File: src/rtl/ili9341_pkg.sv
// Shared ILI9341 opcodes, window/coordinate sizing and tracker state encoding.
package ili9341_pkg;

    localparam logic [7:0] OP_SWRESET = 8'h01;
    localparam logic [7:0] OP_CASET   = 8'h2A;
    localparam logic [7:0] OP_PASET   = 8'h2B;
    localparam logic [7:0] OP_RAMWR   = 8'h2C;

    // 9-bit coordinates cover panels up to 512 pixels on a side.
    localparam int COORD_W = 9;

    typedef logic [2:0] trk_state_t;
    localparam trk_state_t ST_IDLE  = 3'd0;
    localparam trk_state_t ST_CASET = 3'd1;
    localparam trk_state_t ST_PASET = 3'd2;
    localparam trk_state_t ST_RAMWR = 3'd3;
    localparam trk_state_t ST_OTHER = 3'd4;

    // A window is accepted only when it is ordered and its end lies inside the panel.
    function automatic logic win_ok(input logic [15:0] lo, input logic [15:0] hi,
                                    input logic [15:0] lim);
        return (lo <= hi) && (hi < lim);
    endfunction

endpackage

File: src/rtl/ili9341_spi_rx_if.sv
// SPI pins from the host plus the decoded byte/pixel stream of the receiver.
interface ili9341_spi_rx_if;
    import ili9341_pkg::*;

    logic               tft_cs;
    logic               tft_clk;
    logic               tft_dc;
    logic               tft_din;
    logic               byte_valid;
    logic [7:0]         byte_data;
    logic               byte_is_cmd;
    logic               pix_valid;
    logic [15:0]        pix_data;
    logic [COORD_W-1:0] pix_x;
    logic [COORD_W-1:0] pix_y;
    logic [7:0]         cur_cmd;

    modport master (
        output tft_cs, tft_clk, tft_dc, tft_din,
        input  byte_valid, byte_data, byte_is_cmd,
        input  pix_valid, pix_data, pix_x, pix_y, cur_cmd
    );

    modport slave (
        input  tft_cs, tft_clk, tft_dc, tft_din,
        output byte_valid, byte_data, byte_is_cmd,
        output pix_valid, pix_data, pix_x, pix_y, cur_cmd
    );

endinterface

File: src/rtl/spi_edge_sync.sv
// Brings the asynchronous SPI pins into sysclk and flags tft_clk rising edges.
module spi_edge_sync #(
    parameter int SYNC_STAGES = 2
) (
    input  logic sysclk,
    input  logic rst,
    input  logic tft_cs,
    input  logic tft_clk,
    input  logic tft_dc,
    input  logic tft_din,
    output logic cs_s,
    output logic dc_s,
    output logic din_s,
    output logic sck_rise
);

    localparam int NUM_LANES = 4;
    // Chip select comes out of reset deasserted so no bits are taken early.
    localparam logic [NUM_LANES-1:0] RST_VAL = 4'b0001;

    logic [NUM_LANES-1:0] raw;
    logic [NUM_LANES-1:0] synced;
    logic                 sck_q;

    assign raw = {tft_din, tft_dc, tft_clk, tft_cs};

    for (genvar l = 0; l < NUM_LANES; l++) begin : g_lane
        logic [SYNC_STAGES-1:0] q;
        always_ff @(posedge sysclk or posedge rst) begin
            if (rst) begin
                q <= {SYNC_STAGES{RST_VAL[l]}};
            end else begin
                q[0] <= raw[l];
                for (int s = 1; s < SYNC_STAGES; s++) q[s] <= q[s-1];
            end
        end
        assign synced[l] = q[SYNC_STAGES-1];
    end

    always_ff @(posedge sysclk or posedge rst) begin
        if (rst) sck_q <= 1'b0;
        else     sck_q <= synced[1];
    end

    assign cs_s     = synced[0];
    assign dc_s     = synced[2];
    assign din_s    = synced[3];
    assign sck_rise = synced[1] & ~sck_q;

endmodule

File: src/rtl/ili9341_spi_rx.sv
// ILI9341 SPI sniffer: deserialises bytes, tracks CASET/PASET/RAMWR and emits
// RGB565 pixels with their panel coordinates.
module ili9341_spi_rx
    import ili9341_pkg::*;
#(
    parameter int WIDTH       = 240,
    parameter int HEIGHT      = 320,
    parameter int SYNC_STAGES = 2
) (
    input  logic             sysclk,
    input  logic             rst,
    ili9341_spi_rx_if.slave  bus
);

    localparam int                 STAGES = 1;
    localparam logic [15:0]        W_LIM  = 16'(WIDTH);
    localparam logic [15:0]        H_LIM  = 16'(HEIGHT);
    localparam logic [COORD_W-1:0] XE_RST = COORD_W'(WIDTH - 1);
    localparam logic [COORD_W-1:0] YE_RST = COORD_W'(HEIGHT - 1);

    logic cs_s, dc_s, din_s, sck_rise;

    spi_edge_sync #(.SYNC_STAGES(SYNC_STAGES)) u_sync (
        .sysclk   (sysclk),
        .rst      (rst),
        .tft_cs   (bus.tft_cs),
        .tft_clk  (bus.tft_clk),
        .tft_dc   (bus.tft_dc),
        .tft_din  (bus.tft_din),
        .cs_s     (cs_s),
        .dc_s     (dc_s),
        .din_s    (din_s),
        .sck_rise (sck_rise)
    );

    // ---------------- byte deserialiser ----------------
    logic [2:0]      bit_cnt;
    logic [6:0]      shreg;
    logic [STAGES:0] vld_pipe;
    logic [7:0]      rx_byte;
    logic            rx_cmd;
    logic [7:0]      byte_data;
    logic            byte_is_cmd;

    assign rx_byte     = {shreg, din_s};
    assign rx_cmd      = ~dc_s;
    assign vld_pipe[0] = sck_rise & ~cs_s & (bit_cnt == 3'd7);

    always_ff @(posedge sysclk or posedge rst) begin
        if (rst) begin
            bit_cnt <= '0;
            shreg   <= '0;
        end else if (cs_s) begin
            bit_cnt <= '0;
        end else if (sck_rise) begin
            shreg   <= {shreg[5:0], din_s};
            bit_cnt <= bit_cnt + 3'd1;
        end
    end

    always_ff @(posedge sysclk or posedge rst) begin
        if (rst) begin
            vld_pipe[STAGES:1] <= '0;
            byte_data          <= '0;
            byte_is_cmd        <= 1'b0;
        end else begin
            vld_pipe[STAGES:1] <= vld_pipe[STAGES-1:0];
            if (vld_pipe[0]) begin
                byte_data   <= rx_byte;
                byte_is_cmd <= rx_cmd;
            end
        end
    end

    // ---------------- command tracker ----------------
    trk_state_t         state;
    logic [7:0]         cur_cmd;
    logic [2:0]         arg_idx;
    logic [2:0][7:0]    arg_sh;
    logic [COORD_W-1:0] xs, xe, ys, ye, cx, cy;
    logic               half;
    logic [7:0]         hi_byte;
    logic               pix_valid;
    logic [15:0]        pix_data;
    logic [COORD_W-1:0] pix_x, pix_y;
    logic [15:0]        win_lo, win_hi;

    // The 4th argument byte is still on the wire, so the end value uses it directly.
    assign win_lo = {arg_sh[0], arg_sh[1]};
    assign win_hi = {arg_sh[2], rx_byte};

    always_ff @(posedge sysclk or posedge rst) begin
        if (rst) begin
            state     <= ST_IDLE;
            cur_cmd   <= '0;
            arg_idx   <= '0;
            arg_sh    <= '0;
            xs        <= '0;
            xe        <= XE_RST;
            ys        <= '0;
            ye        <= YE_RST;
            cx        <= '0;
            cy        <= '0;
            half      <= 1'b0;
            hi_byte   <= '0;
            pix_valid <= 1'b0;
            pix_data  <= '0;
            pix_x     <= '0;
            pix_y     <= '0;
        end else begin
            pix_valid <= 1'b0;
            if (vld_pipe[0] && rx_cmd) begin
                cur_cmd <= rx_byte;
                arg_idx <= '0;
                half    <= 1'b0;
                case (rx_byte)
                    OP_CASET: state <= ST_CASET;
                    OP_PASET: state <= ST_PASET;
                    OP_RAMWR: begin
                        state <= ST_RAMWR;
                        cx    <= xs;
                        cy    <= ys;
                    end
                    OP_SWRESET: begin
                        state <= ST_IDLE;
                        xs    <= '0;
                        xe    <= XE_RST;
                        ys    <= '0;
                        ye    <= YE_RST;
                    end
                    default: state <= ST_OTHER;
                endcase
            end else if (vld_pipe[0]) begin
                case (state)
                    ST_CASET, ST_PASET: begin
                        if (arg_idx < 3'd4) begin
                            arg_idx <= arg_idx + 3'd1;
                            if (arg_idx != 3'd3) begin
                                arg_sh[arg_idx[1:0]] <= rx_byte;
                            end else if (state == ST_CASET) begin
                                if (win_ok(win_lo, win_hi, W_LIM)) begin
                                    xs <= win_lo[COORD_W-1:0];
                                    xe <= win_hi[COORD_W-1:0];
                                end
                            end else if (win_ok(win_lo, win_hi, H_LIM)) begin
                                ys <= win_lo[COORD_W-1:0];
                                ye <= win_hi[COORD_W-1:0];
                            end
                        end
                    end
                    ST_RAMWR: begin
                        if (!half) begin
                            hi_byte <= rx_byte;
                            half    <= 1'b1;
                        end else begin
                            half      <= 1'b0;
                            pix_valid <= 1'b1;
                            pix_data  <= {hi_byte, rx_byte};
                            pix_x     <= cx;
                            pix_y     <= cy;
                            // Raster advance inside the window, wrapping to its origin.
                            if (cx == xe) begin
                                cx <= xs;
                                cy <= (cy == ye) ? ys : cy + 1'b1;
                            end else begin
                                cx <= cx + 1'b1;
                            end
                        end
                    end
                    default: ;
                endcase
            end
        end
    end

    assign bus.byte_valid  = vld_pipe[STAGES];
    assign bus.byte_data   = byte_data;
    assign bus.byte_is_cmd = byte_is_cmd;
    assign bus.pix_valid   = pix_valid;
    assign bus.pix_data    = pix_data;
    assign bus.pix_x       = pix_x;
    assign bus.pix_y       = pix_y;
    assign bus.cur_cmd     = cur_cmd;

endmodule

File: src/flat_wrapper.sv
// flat-port wrapper written by rule: the top's interface ports become plain ports
module ili9341_spi_rx_flat import ili9341_pkg::*;
#(
    parameter int WIDTH       = 240,
    parameter int HEIGHT      = 320,
    parameter int SYNC_STAGES = 2
)
  (sysclk, rst, bus_tft_cs, bus_tft_clk, bus_tft_dc, bus_tft_din, bus_byte_valid, bus_byte_data, bus_byte_is_cmd, bus_pix_valid, bus_pix_data, bus_pix_x, bus_pix_y, bus_cur_cmd);
  ili9341_spi_rx_if bus_i ();
  input  logic sysclk;
  input  logic rst;
  input wire logic [$bits(bus_i.tft_cs)-1:0] bus_tft_cs;
  input wire logic [$bits(bus_i.tft_clk)-1:0] bus_tft_clk;
  input wire logic [$bits(bus_i.tft_dc)-1:0] bus_tft_dc;
  input wire logic [$bits(bus_i.tft_din)-1:0] bus_tft_din;
  output wire logic [$bits(bus_i.byte_valid)-1:0] bus_byte_valid;
  output wire logic [$bits(bus_i.byte_data)-1:0] bus_byte_data;
  output wire logic [$bits(bus_i.byte_is_cmd)-1:0] bus_byte_is_cmd;
  output wire logic [$bits(bus_i.pix_valid)-1:0] bus_pix_valid;
  output wire logic [$bits(bus_i.pix_data)-1:0] bus_pix_data;
  output wire logic [$bits(bus_i.pix_x)-1:0] bus_pix_x;
  output wire logic [$bits(bus_i.pix_y)-1:0] bus_pix_y;
  output wire logic [$bits(bus_i.cur_cmd)-1:0] bus_cur_cmd;
  assign bus_i.tft_cs = bus_tft_cs;
  assign bus_i.tft_clk = bus_tft_clk;
  assign bus_i.tft_dc = bus_tft_dc;
  assign bus_i.tft_din = bus_tft_din;
  assign bus_byte_valid = bus_i.byte_valid;
  assign bus_byte_data = bus_i.byte_data;
  assign bus_byte_is_cmd = bus_i.byte_is_cmd;
  assign bus_pix_valid = bus_i.pix_valid;
  assign bus_pix_data = bus_i.pix_data;
  assign bus_pix_x = bus_i.pix_x;
  assign bus_pix_y = bus_i.pix_y;
  assign bus_cur_cmd = bus_i.cur_cmd;
  ili9341_spi_rx #(.WIDTH(WIDTH), .HEIGHT(HEIGHT), .SYNC_STAGES(SYNC_STAGES)) u_core (.sysclk(sysclk), .rst(rst), .bus(bus_i));
endmodule
File: config.mk
export PLATFORM = sky130hd
export DESIGN_NAME = ili9341_spi_rx_flat
export DESIGN_NICKNAME = d
export VERILOG_FILES = /design/src/rtl/ili9341_pkg.sv /design/src/rtl/ili9341_spi_rx_if.sv /design/src/rtl/spi_edge_sync.sv /design/src/rtl/ili9341_spi_rx.sv /design/src/flat_wrapper.sv
export SDC_FILE = /design/constraint.sdc
export NUM_CORES = 1
export LEC_CHECK = 0
export ABC_AREA = 0
export BUFFER_PORTS_ARGS = -buffer_cell sky130_fd_sc_hd__buf_2
export CORE_MARGIN = 3
export CORE_UTILIZATION = 33
export CTS_BUF_LIST = sky130_fd_sc_hd__clkbuf_8
export DETAILED_ROUTE_END_ITERATION = 16
export GPL_TIMING_DRIVEN = 0
export PLACE_DENSITY = 0.5
export SLEW_MARGIN = 20
export SYNTH_ARGS = -nofsm -noshare
export SYNTH_HDL_FRONTEND = slang
export SYNTH_SLANG_ARGS = --single-unit
File: constraint.sdc
create_clock -name sysclk -period 15.65 [get_ports sysclk]
set_input_delay 2.3475 -clock sysclk [delete_from_list [all_inputs] [get_ports sysclk]]
set_output_delay 2.3475 -clock sysclk [all_outputs]
set_load 0.03 [all_outputs]
; Yosys cells after proc, flatten, opt, wreduce, memory -nomap -nowiden
; Index checks and enable logic that the tools add are counted.
[op_classes]
add_sub_neg = 4
n_lt_le_gt_ge = 6
eq_ne = 15
mux = 62
bitwise_logic = 8
reduce_logical = 25
[ops]
columns = cell, count
row1 = 9-bit two-way mux, 44
row2 = 24-bit bitwise mux, 1
row3 = "8-bit by 6-bit == test with 1-bit output, second input constant", 3
row4 = 2-bit nonzero test, 10
row5 = "9-bit by 1-bit adder with 9-bit output, second input constant", 2
row6 = 9-bit == test, 2
row7 = 3-bit two-way mux, 6
row8 = 8-bit demux with 2-bit select, 1
row9 = 16-bit less-or-equal comparator, 1
row10 = "16-bit by 8-bit < comparator with 1-bit output, second input constant", 1
row11 = "16-bit by 9-bit < comparator with 1-bit output, second input constant", 1
row12 = 7-bit AND reduction, 2
row13 = 3-bit case mux with 4 select lines, 1
row14 = 4-bit AND reduction, 3
row15 = 5-bit AND reduction, 2
row16 = "8-bit by 1-bit == test with 1-bit output, second input constant", 1
row17 = 1-bit two-way mux, 8
row18 = 8-bit two-way mux, 1
row19 = "3-bit by 1-bit adder with 3-bit output, second input constant", 2
row20 = "3-bit by 2-bit == test with 1-bit output, second input constant", 2
row21 = 1-bit NOT, 5
row22 = 1-bit logical AND, 4
row23 = "2-bit by 1-bit != test with 1-bit output, second input constant", 2
row24 = "2-bit != test, second input constant", 2
row25 = 10 further kinds, 13
[totals]
ff_bits = 165
in_bits = 6
output_inout_bits = 53

; Longest topological paths before layout
; Gate-level depths: netlist of run 1.
[logic_depth]
word_depth = 9
mapped_depth = 12
depth_no_buf = 10

; By module
; From an unflattened synthesis of run 1, not the netlist that was laid out.
[unflattened]
cells_unflattened = 705
area_unflattened_um2 = 7634.8
[modules_own_cells]
columns = mod, instances, cells_per_inst, area_per_inst_um2
row1 = ili9341_spi_rx, 1, 694, 7389.6
row2 = spi_edge_sync, 1, 11, 245.2

; Worst setup path after synthesis of run 1
; Ideal clock, no wire load.
[synth_path]
kind = reg-to-reg
from = register u_core.shreg[0]
to = register u_core.ye[6]
setup_ns = 0.121
t_arrival_ns = 2.727
required_ns = 15.529
setup_slack_ns = 12.802
stages_incl_launch_ff = 12
path_buffers = 3
synth_period_minus_slack_ns = 2.848
cell_sequence = dfrtp_1 > clkbuf_1 > clkinv_1 > ha_1 > nor2b_1 > o211ai_2 > a21boi_1 > or4_1 > buf_2 > a311o_1 > buf_6 > a22o_1
[synth_via]
elab_chain_len = 4
word_cells_on_any_way = 7
[synth_rtl]
columns = item, line_no
row1 = "start, declared", ili9341_spi_rx.sv:38  ; logic [6:0] shreg;
row2 = "start signal, assigned", ili9341_spi_rx.sv:56  ; shreg <= {shreg[5:0], din_s};
row3 = 16-bit less-or-equal comparator or 16-bit by 9-bit < comparator with 1-bit output (tied branches), ili9341_pkg.sv:22  ; return (lo <= hi) && (hi < lim);
row4 = 1-bit logical AND, ili9341_pkg.sv:22
row5 = 2-bit nonzero test (no line), -
row6 = 7-bit AND reduction (no line) (*), -
row7 = "end signal, assigned", ili9341_spi_rx.sv:147  ; ye <= win_hi[COORD_W-1:0];
row8 = "end, declared", ili9341_spi_rx.sv:80  ; logic [COORD_W-1:0] xs, xe, ys, ye, cx, cy;
; Mark *: on every way between the ends. The rest lies on a longest branch, timed or not.
; A chain may end at the register's enable or synchronous reset.

; Worst setup path in the final report of run 1
[layout_path]
from = register u_core.shreg[0]
to = register u_core.ys[1]
[layout_via]
elab_chain_len = 4
word_cells_on_any_way = 7
[layout_rtl]
columns = item, line_no
row1 = 16-bit less-or-equal comparator or 16-bit by 9-bit < comparator with 1-bit output (tied branches), ili9341_pkg.sv:22
row2 = 1-bit logical AND, ili9341_pkg.sv:22
row3 = 2-bit nonzero test (no line), -
row4 = 7-bit AND reduction (no line) (*), -
row5 = "end signal, assigned", ili9341_spi_rx.sv:146  ; ys <= win_lo[COORD_W-1:0];
row6 = "end, declared", ili9341_spi_rx.sv:80
; Marks and branches as above.

==> reports/qor.yml, run 1 <==
status: "completed"
fin_nets: 838
htreeDepth: 4
clk_latency_ns: 0.45
drt_wl_total_um: 19200
largest-register: "u_core.arg_sh"
power.leakage_nw: 4.25
ios: 59
required_ns: 16.04
synth_edf_count: 0
final_cell_mix: "nand2_1, dfrtp_1, buf_2"
maxCapViolCount: 0
cts_buffer_depth: 2
maxSlewHeadroom: 0.487
power_density_mw_per_mm2: 95.6
highest_layer: "met4"
initial_core_util: 0.337
hold_path_startpoint: "u_core.u_sync.g_lane[2].q[0]"
period_needed_ns: 3.62
finalCritPeriodShare: 0.231
grt_overflow_total: 0
synth_seq_cells: 165
cts_buffers: 17
clk_pin_slew_ns: 0.08
area_delta_synth_final_pct: 14.5
final_cells: 1100
ys_seq_area_frac: 0.560
maxSlewViolCount: 0
post_cts_buffers: 0
clock-sinks: 165
core_area_mm2: 0.0220
holdBufCountCts: 0
arrival_ns: 4.00
drt_first_pass_iters: 5
syn_area_mm2: 0.00741
cts-resized-gates: 0
hpwl_um: 13200
die_area_mm2: 0.0243
cts_root_buf: "clkbuf_8"
crit_path_end_kind: "register"
first_global_vias: 5389
num_vias: 5491
final_common_cell: "nand2_1"
fill_cells: 2246
wl_per_cell_um: 17.5
detail-route-antenna-nets: 0
num_rows: 54
antenna_cells: 0
grt_max_degree: 89
postSynthCellCount: 729
die_w_um: 156
largest_register_ffs: 24
gp_congestion: 0.827
grt_pass1_wl_um: 31500
avgSynthCellArea_um2: 10.2
worstSetupStartpoint: "u_core.shreg[0]"
worst_pin_slew_ns: 0.769
drt-met1-wl_um: 9750
hold_path.class: "register to register"
ys_types: 51
drive_gt1_frac: 0.172
die_height_um: 156
final.setup_skew_ns: 0.0166
rsz0062_at_grt: "no"
fmax_mhz: 277
drcViolationCount: 0
vias_per_cell: 4.99
cts_tree: "done"
start_kind: "register"
setup_tns_ns: 0
wl_met3_um: 553
portBuffers: 58
crit-reg2reg-launch: "u_core.shreg[0]"
synth-async-reset-ratio: 1.00
ys.flop_type: "dfrtp_1"
reg_top3: "u_core.arg_sh (24), u_core.bus.pix_data (16)"
crit_fanout: 10
critPathKind: "register to register"
antenna_found_initial: 0
post-place-cells: 1068
ys_warn_count: 0
grtUsageTotal: 0.165
drt_iter0_drc: 438
hold_viol: 0
dr_wl_met2_um: 8780
setup_viol: 0
peakVddDrop_uv: 62.2
synthesis.nets: 760
==> cells by family after synthesis <==
logic type                 Yosys count  synth area share
DFF                                165             0.560
and+or+nand+nor                    255             0.153
AOI/OAI and AO/OA                  143             0.116
xor gates and xnor gates            20            0.0236
buffers and inverters               77            0.0431
muxes                               44            0.0617
adders and majority gates           25            0.0422
==> synth_stat cells (2+ instances only) <==
cell type,n,area (um^2)
inv_1,33,124
xor2_1,18,158
a21oi_1,39,195
a31oi_1,7,43.8
dfrtp_1,149,3730
clkinv_1,3,11.3
xnor2_1,2,17.5
nand4_1,14,87.6
nor4_1,6,37.5
or4_1,2,15.0
nor2b_1,2,12.5
nand3_1,16,80.1
a22o_1,11,96.3
buf_1,4,15.0
o21a_1,2,15.0
clkbuf_1,21,78.8
mux2_2,13,146
inv_2,2,7.51
and2_1,5,31.3
o21ai_0,62,310
buf_2,12,60.1
nand2b_1,5,31.3
dfstp_2,16,420
nand2_1,157,589
and3_1,7,43.8
ha_1,25,313
nor3_1,5,25.0
o22a_1,3,26.3
or3_1,2,12.5
a2bb2oi_1,7,61.3
buf_6,2,22.5
mux2i_1,31,310
nor2_1,28,105
==> power breakdown <==
| group | switching, mW | leakage, nW | total, mW | internal (mW) |
|---|---|---|---|---|
| Combinational | 0.0455 | 1.83 | 0.0579 | 0.0124 |
| Sequential | 0.00824 | 2.23 | 0.440 | 0.432 |
| Clock | 0.163 | 0.194 | 0.313 | 0.150 |
| Total | 0.217 | 4.25 | 0.811 | 0.594 |
==> stage by stage <==
stage | instance area (um^2) | power, mW | hold WS [ns] | util | setup WS, ns
finish | 8480 | 0.811 | 0.353 | 0.386 | 12.03
global route | 8480 | 0.845 | 0.362 | 0.386 | 11.74
CTS | 8480 | 0.822 | 0.354 | 0.386 | 11.96
detailed placement | 8080 | 0.508 | 0.335 | 0.368 | 11.97
global placement | 8050 | 0.506 | 0.332 | 0.366 | 6.75
floorplan | 7410 | 0.480 | 0.331 | - | 8.87
==> worst max-delay path: stages (launching register included) <==
cell	delay (ns)
dfrtp_1	0.33
clkbuf_1	0.32
clkinv_1	0.53
ha_1	0.47
nor2b_1	0.14
o211ai_2	0.12
a21boi_1	0.07
or4_1	0.51
buf_2	0.17
a21oi_2	0.41
buf_2	0.32
a22o_1	0.15
==> final timing paths <==
check | to | slack [ns] | cells past startpoint
worst max-delay path | u_core.ys[1] | 12.03 | 11
max in group asynchronous | u_core.xe[5] | 12.85 | 3
min in group asynchronous | u_core.bus.cur_cmd[2] | 1.95 | 2
worst min register to register | u_core.u_sync.g_lane[2].q[1] | 0.35 | 0
worst max register to register | u_core.ys[1] | 12.03 | 11
worst min-delay path | u_core.u_sync.g_lane[2].q[1] | 0.35 | 0
==> final cells by class <==
type                       instances  area (um^2)  share of cell area
timing repair buffer              59          318              0.0375
sequential                       165         4150               0.489
inverter                          38          150              0.0177
clock buffer                      19          262              0.0308
clock inverter                    13          135              0.0159
tap                              280          350              0.0413
multi-input combinational        487         2940               0.347
buffer                            39          176              0.0208
==> routing by layer <==
layer	vias to the layer above	GRT usage
met5	-	0
met4	0	0.0357
met3	10	0.0286
met2	95	0.251
met1	2744	0.248
li1	2642	-
Note: power is estimated with default switching activity, not from simulation.
==> run 2, diff against run 1 <==
--- a/config.mk
+++ b/config.mk
@@ -12,7 +12,7 @@
 export CTS_BUF_LIST = sky130_fd_sc_hd__clkbuf_8
 export DETAILED_ROUTE_END_ITERATION = 16
 export GPL_TIMING_DRIVEN = 0
-export PLACE_DENSITY = 0.5
+export PLACE_DENSITY = 0.52
 export SLEW_MARGIN = 20
 export SYNTH_ARGS = -nofsm -noshare
 export SYNTH_HDL_FRONTEND = slang
==> constraint.sdc (replaced) <==
create_clock -name sysclk -period 3 [get_ports sysclk]
set_input_delay 0.45 -clock sysclk [delete_from_list [all_inputs] [get_ports sysclk]]
set_output_delay 0.45 -clock sysclk [all_outputs]
set_load 0.03 [all_outputs]
==> run 2 against run 1 <==
Via count up 0.87%. Power grew to 5.4 times the previous value. Sequential share of layout area fell by 1.0 points. Sequential power rose to 5.3 times the previous value. Largest power group unchanged. Core utilization grew 0.89 points. Sequential cell count stayed put.
==> reports/qor.yml, run 2 (synthesis gave the netlist of run 1 again) <==
status: "completed"
final_common_cell: "nand2_1"
maxSlewHeadroom: 0.484  # -0.00298
worst_pin_slew_ns: 0.771  # +0.00162 ns
fin_nets: 845  # +0.84%
crit_path_end_kind: "register"
wl_per_cell_um: 17.0  # -2.5%
gp_congestion: 0.831  # +0.54%
power_density_mw_per_mm2: 500  # +420%
placed_area_mm2: 0.00819  # +1.3%
clk_pin_slew_ns: 0.09  # about the same
reg2reg_slack_ns: 0.14  # -11.89 ns
final_cell_mix: "nand2_1, dfrtp_1, buf_2"
cts_tree: "done"
setup_viol: 0  # unchanged
initial_core_util: 0.337  # unchanged
grt_overflow_total: 0  # unchanged
drt_iter0_drc: 315  # -28%
post-place-cells: 1073  # +0.47%
cts_root_buf: "clkbuf_8"
drive_gt1_frac: 0.200  # +0.0276
htreeDepth: 4  # unchanged
hold_viol: 0  # unchanged
arrival_ns: 3.21  # -0.79 ns
final.setup_skew_ns: 0.0143  # -0.00236 ns
rr_endpoint: "u_core.ys[5]"
rr_worst_depth: 10  # -1
drt_wl_total_um: 18900  # -1.9%
largest_register_ffs: 24  # unchanged
num_rows: 54  # unchanged
antenna_found_initial: 0  # unchanged
reg_top3: "u_core.arg_sh (24), u_core.bus.pix_data (16)"
final_area_mm2: 0.00867  # +2.3%
detail-route-antenna-nets: 0  # unchanged
crit-reg2reg-launch: "u_core.shreg[4]"
grt_pass1_wl_um: 30600  # -2.7%
hold_path.class: "primary input to async pin"
rsz0062_at_grt: "no"
maxCapViolCount: 0  # unchanged
die_w_um: 156  # unchanged
period_needed_ns: 2.86  # -0.760 ns
die_area_mm2: 0.0243  # unchanged
ios: 59  # unchanged
crit_fanout: 10  # unchanged
peakVddDrop_uv: 254  # +310%
layout_setup_ws_ns: 0.144  # -11.89 ns
start_kind: "register"
maxSlewViolCount: 0  # unchanged
grtUsageTotal: 0.162  # -0.00357
cts_buffers: 17  # unchanged
grt_max_degree: 33  # -63%
critPathKind: "register to register"
die_height_um: 156  # unchanged
first_global_vias: 5455  # +1.2%
fmax_mhz: 350  # +27%
num_vias: 5539  # +0.87%
portBuffers: 58  # unchanged
antenna_cells: 0  # unchanged
area_delta_synth_final_pct: 17.1
cts_buffer_depth: 2  # unchanged
power.leakage_nw: 4.32  # +1.6%
clock-sinks: 165  # unchanged
required_ns: 3.35  # -12.69 ns
drcViolationCount: 0  # unchanged
final_cells: 1107  # +0.64%
largest-register: "u_core.arg_sh"
fill_cells: 2207  # -1.7%
core_area_mm2: 0.0220  # unchanged
hpwl_um: 13300  # +0.35%
finalCritPeriodShare: 0.952  # +0.721
setup_tns_ns: 0  # unchanged
clk_latency_ns: 0.47  # +0.02 ns
vias_per_cell: 5.00  # +0.24%
drt_first_pass_iters: 5  # unchanged
dp_worst_setup_slack_ns: -0.683  # -12.66 ns
[run 2: changes by cell type in the layout (fill, tap and decap cells not counted), sizes merged]
cell	before	now
clkinv	5	8
clkbuf	40	37
inv	39	37
buf	77	85
clkinvlp	5	6
[run 2: area by class of cell]
cell class | instances | area [um^2] | share of cell area
inverters | 38 | 173 | 0.0199
flip-flops and latches | 165 | 4150 | 0.479
clock inverters | 15 | 169 | 0.0195
repair buffers | 68 | 455 | 0.0525
multi-input cells | 487 | 2960 | 0.342
clock buffers | 17 | 234 | 0.0270
well taps | 280 | 350 | 0.0404
plain buffers | 37 | 175 | 0.0202
[run 2: worst max-delay path by stage]
stage / end / from / depth (start not counted) / slack (ns)
4_1_cts: u_core.xe[0] / u_core.shreg[6] / 11 / 0.05
2_1_floorplan: u_core.ye[6] / u_core.shreg[0] / 11 / 0.15
5_1_grt: u_core.cx[4] / u_core.bit_cnt[0] / 12 / 0.003
6_report: u_core.ys[5] / u_core.shreg[4] / 10 / 0.14
3_5_place_dp: u_core.ye[3] / u_core.shreg[0] / 11 / -0.68
3_3_place_gp: u_core.bus.pix_data[8] / rst / 2 / -0.73
[run 2: what timing repair did]
action                                  CTS  global route
endpoints found under the setup margin   36            25
resized for setup                        14             6
pin swaps                                 0             1
hold buffers                              0             0
gates cloned                              0             0
buffers inserted                          3             1
[run 2: metrics by stage]
stage	hold WS (ns)	power, mW	utilization
after floorplan	0.331	2.50	-
after global placement	0.332	2.65	0.367
after detailed placement	0.335	2.67	0.373
after CTS	0.00303	4.38	0.394
after global routing	0.00947	4.53	0.395
final	0.0188	4.34	0.395
[run 2: power by group]
| part | switching (mW) | internal [mW] | leakage, nW |
|---|---|---|---|
| Clock | 0.908 | 0.761 | 0.201 |
| Combinational | 0.257 | 0.102 | 1.90 |
| Sequential | 0.0538 | 2.25 | 2.22 |
[run 2: layer usage]
layer	track usage	wire length, um
met1	0.227	9150
met2	0.255	8710
met3	0.0383	767
met4	0.0387	233
met5	0	0
[run 2: critical path: stages, from the launching register on]
cell      delay (ns)
dfrtp_2         0.50
clkinv_4        0.21
ha_1            0.34
nand2_1         0.09
nor4_2          0.05
a21boi_1        0.13
or4_1           0.50
buf_2           0.18
a311o_1         0.36
buf_6           0.16
a22o_1          0.23
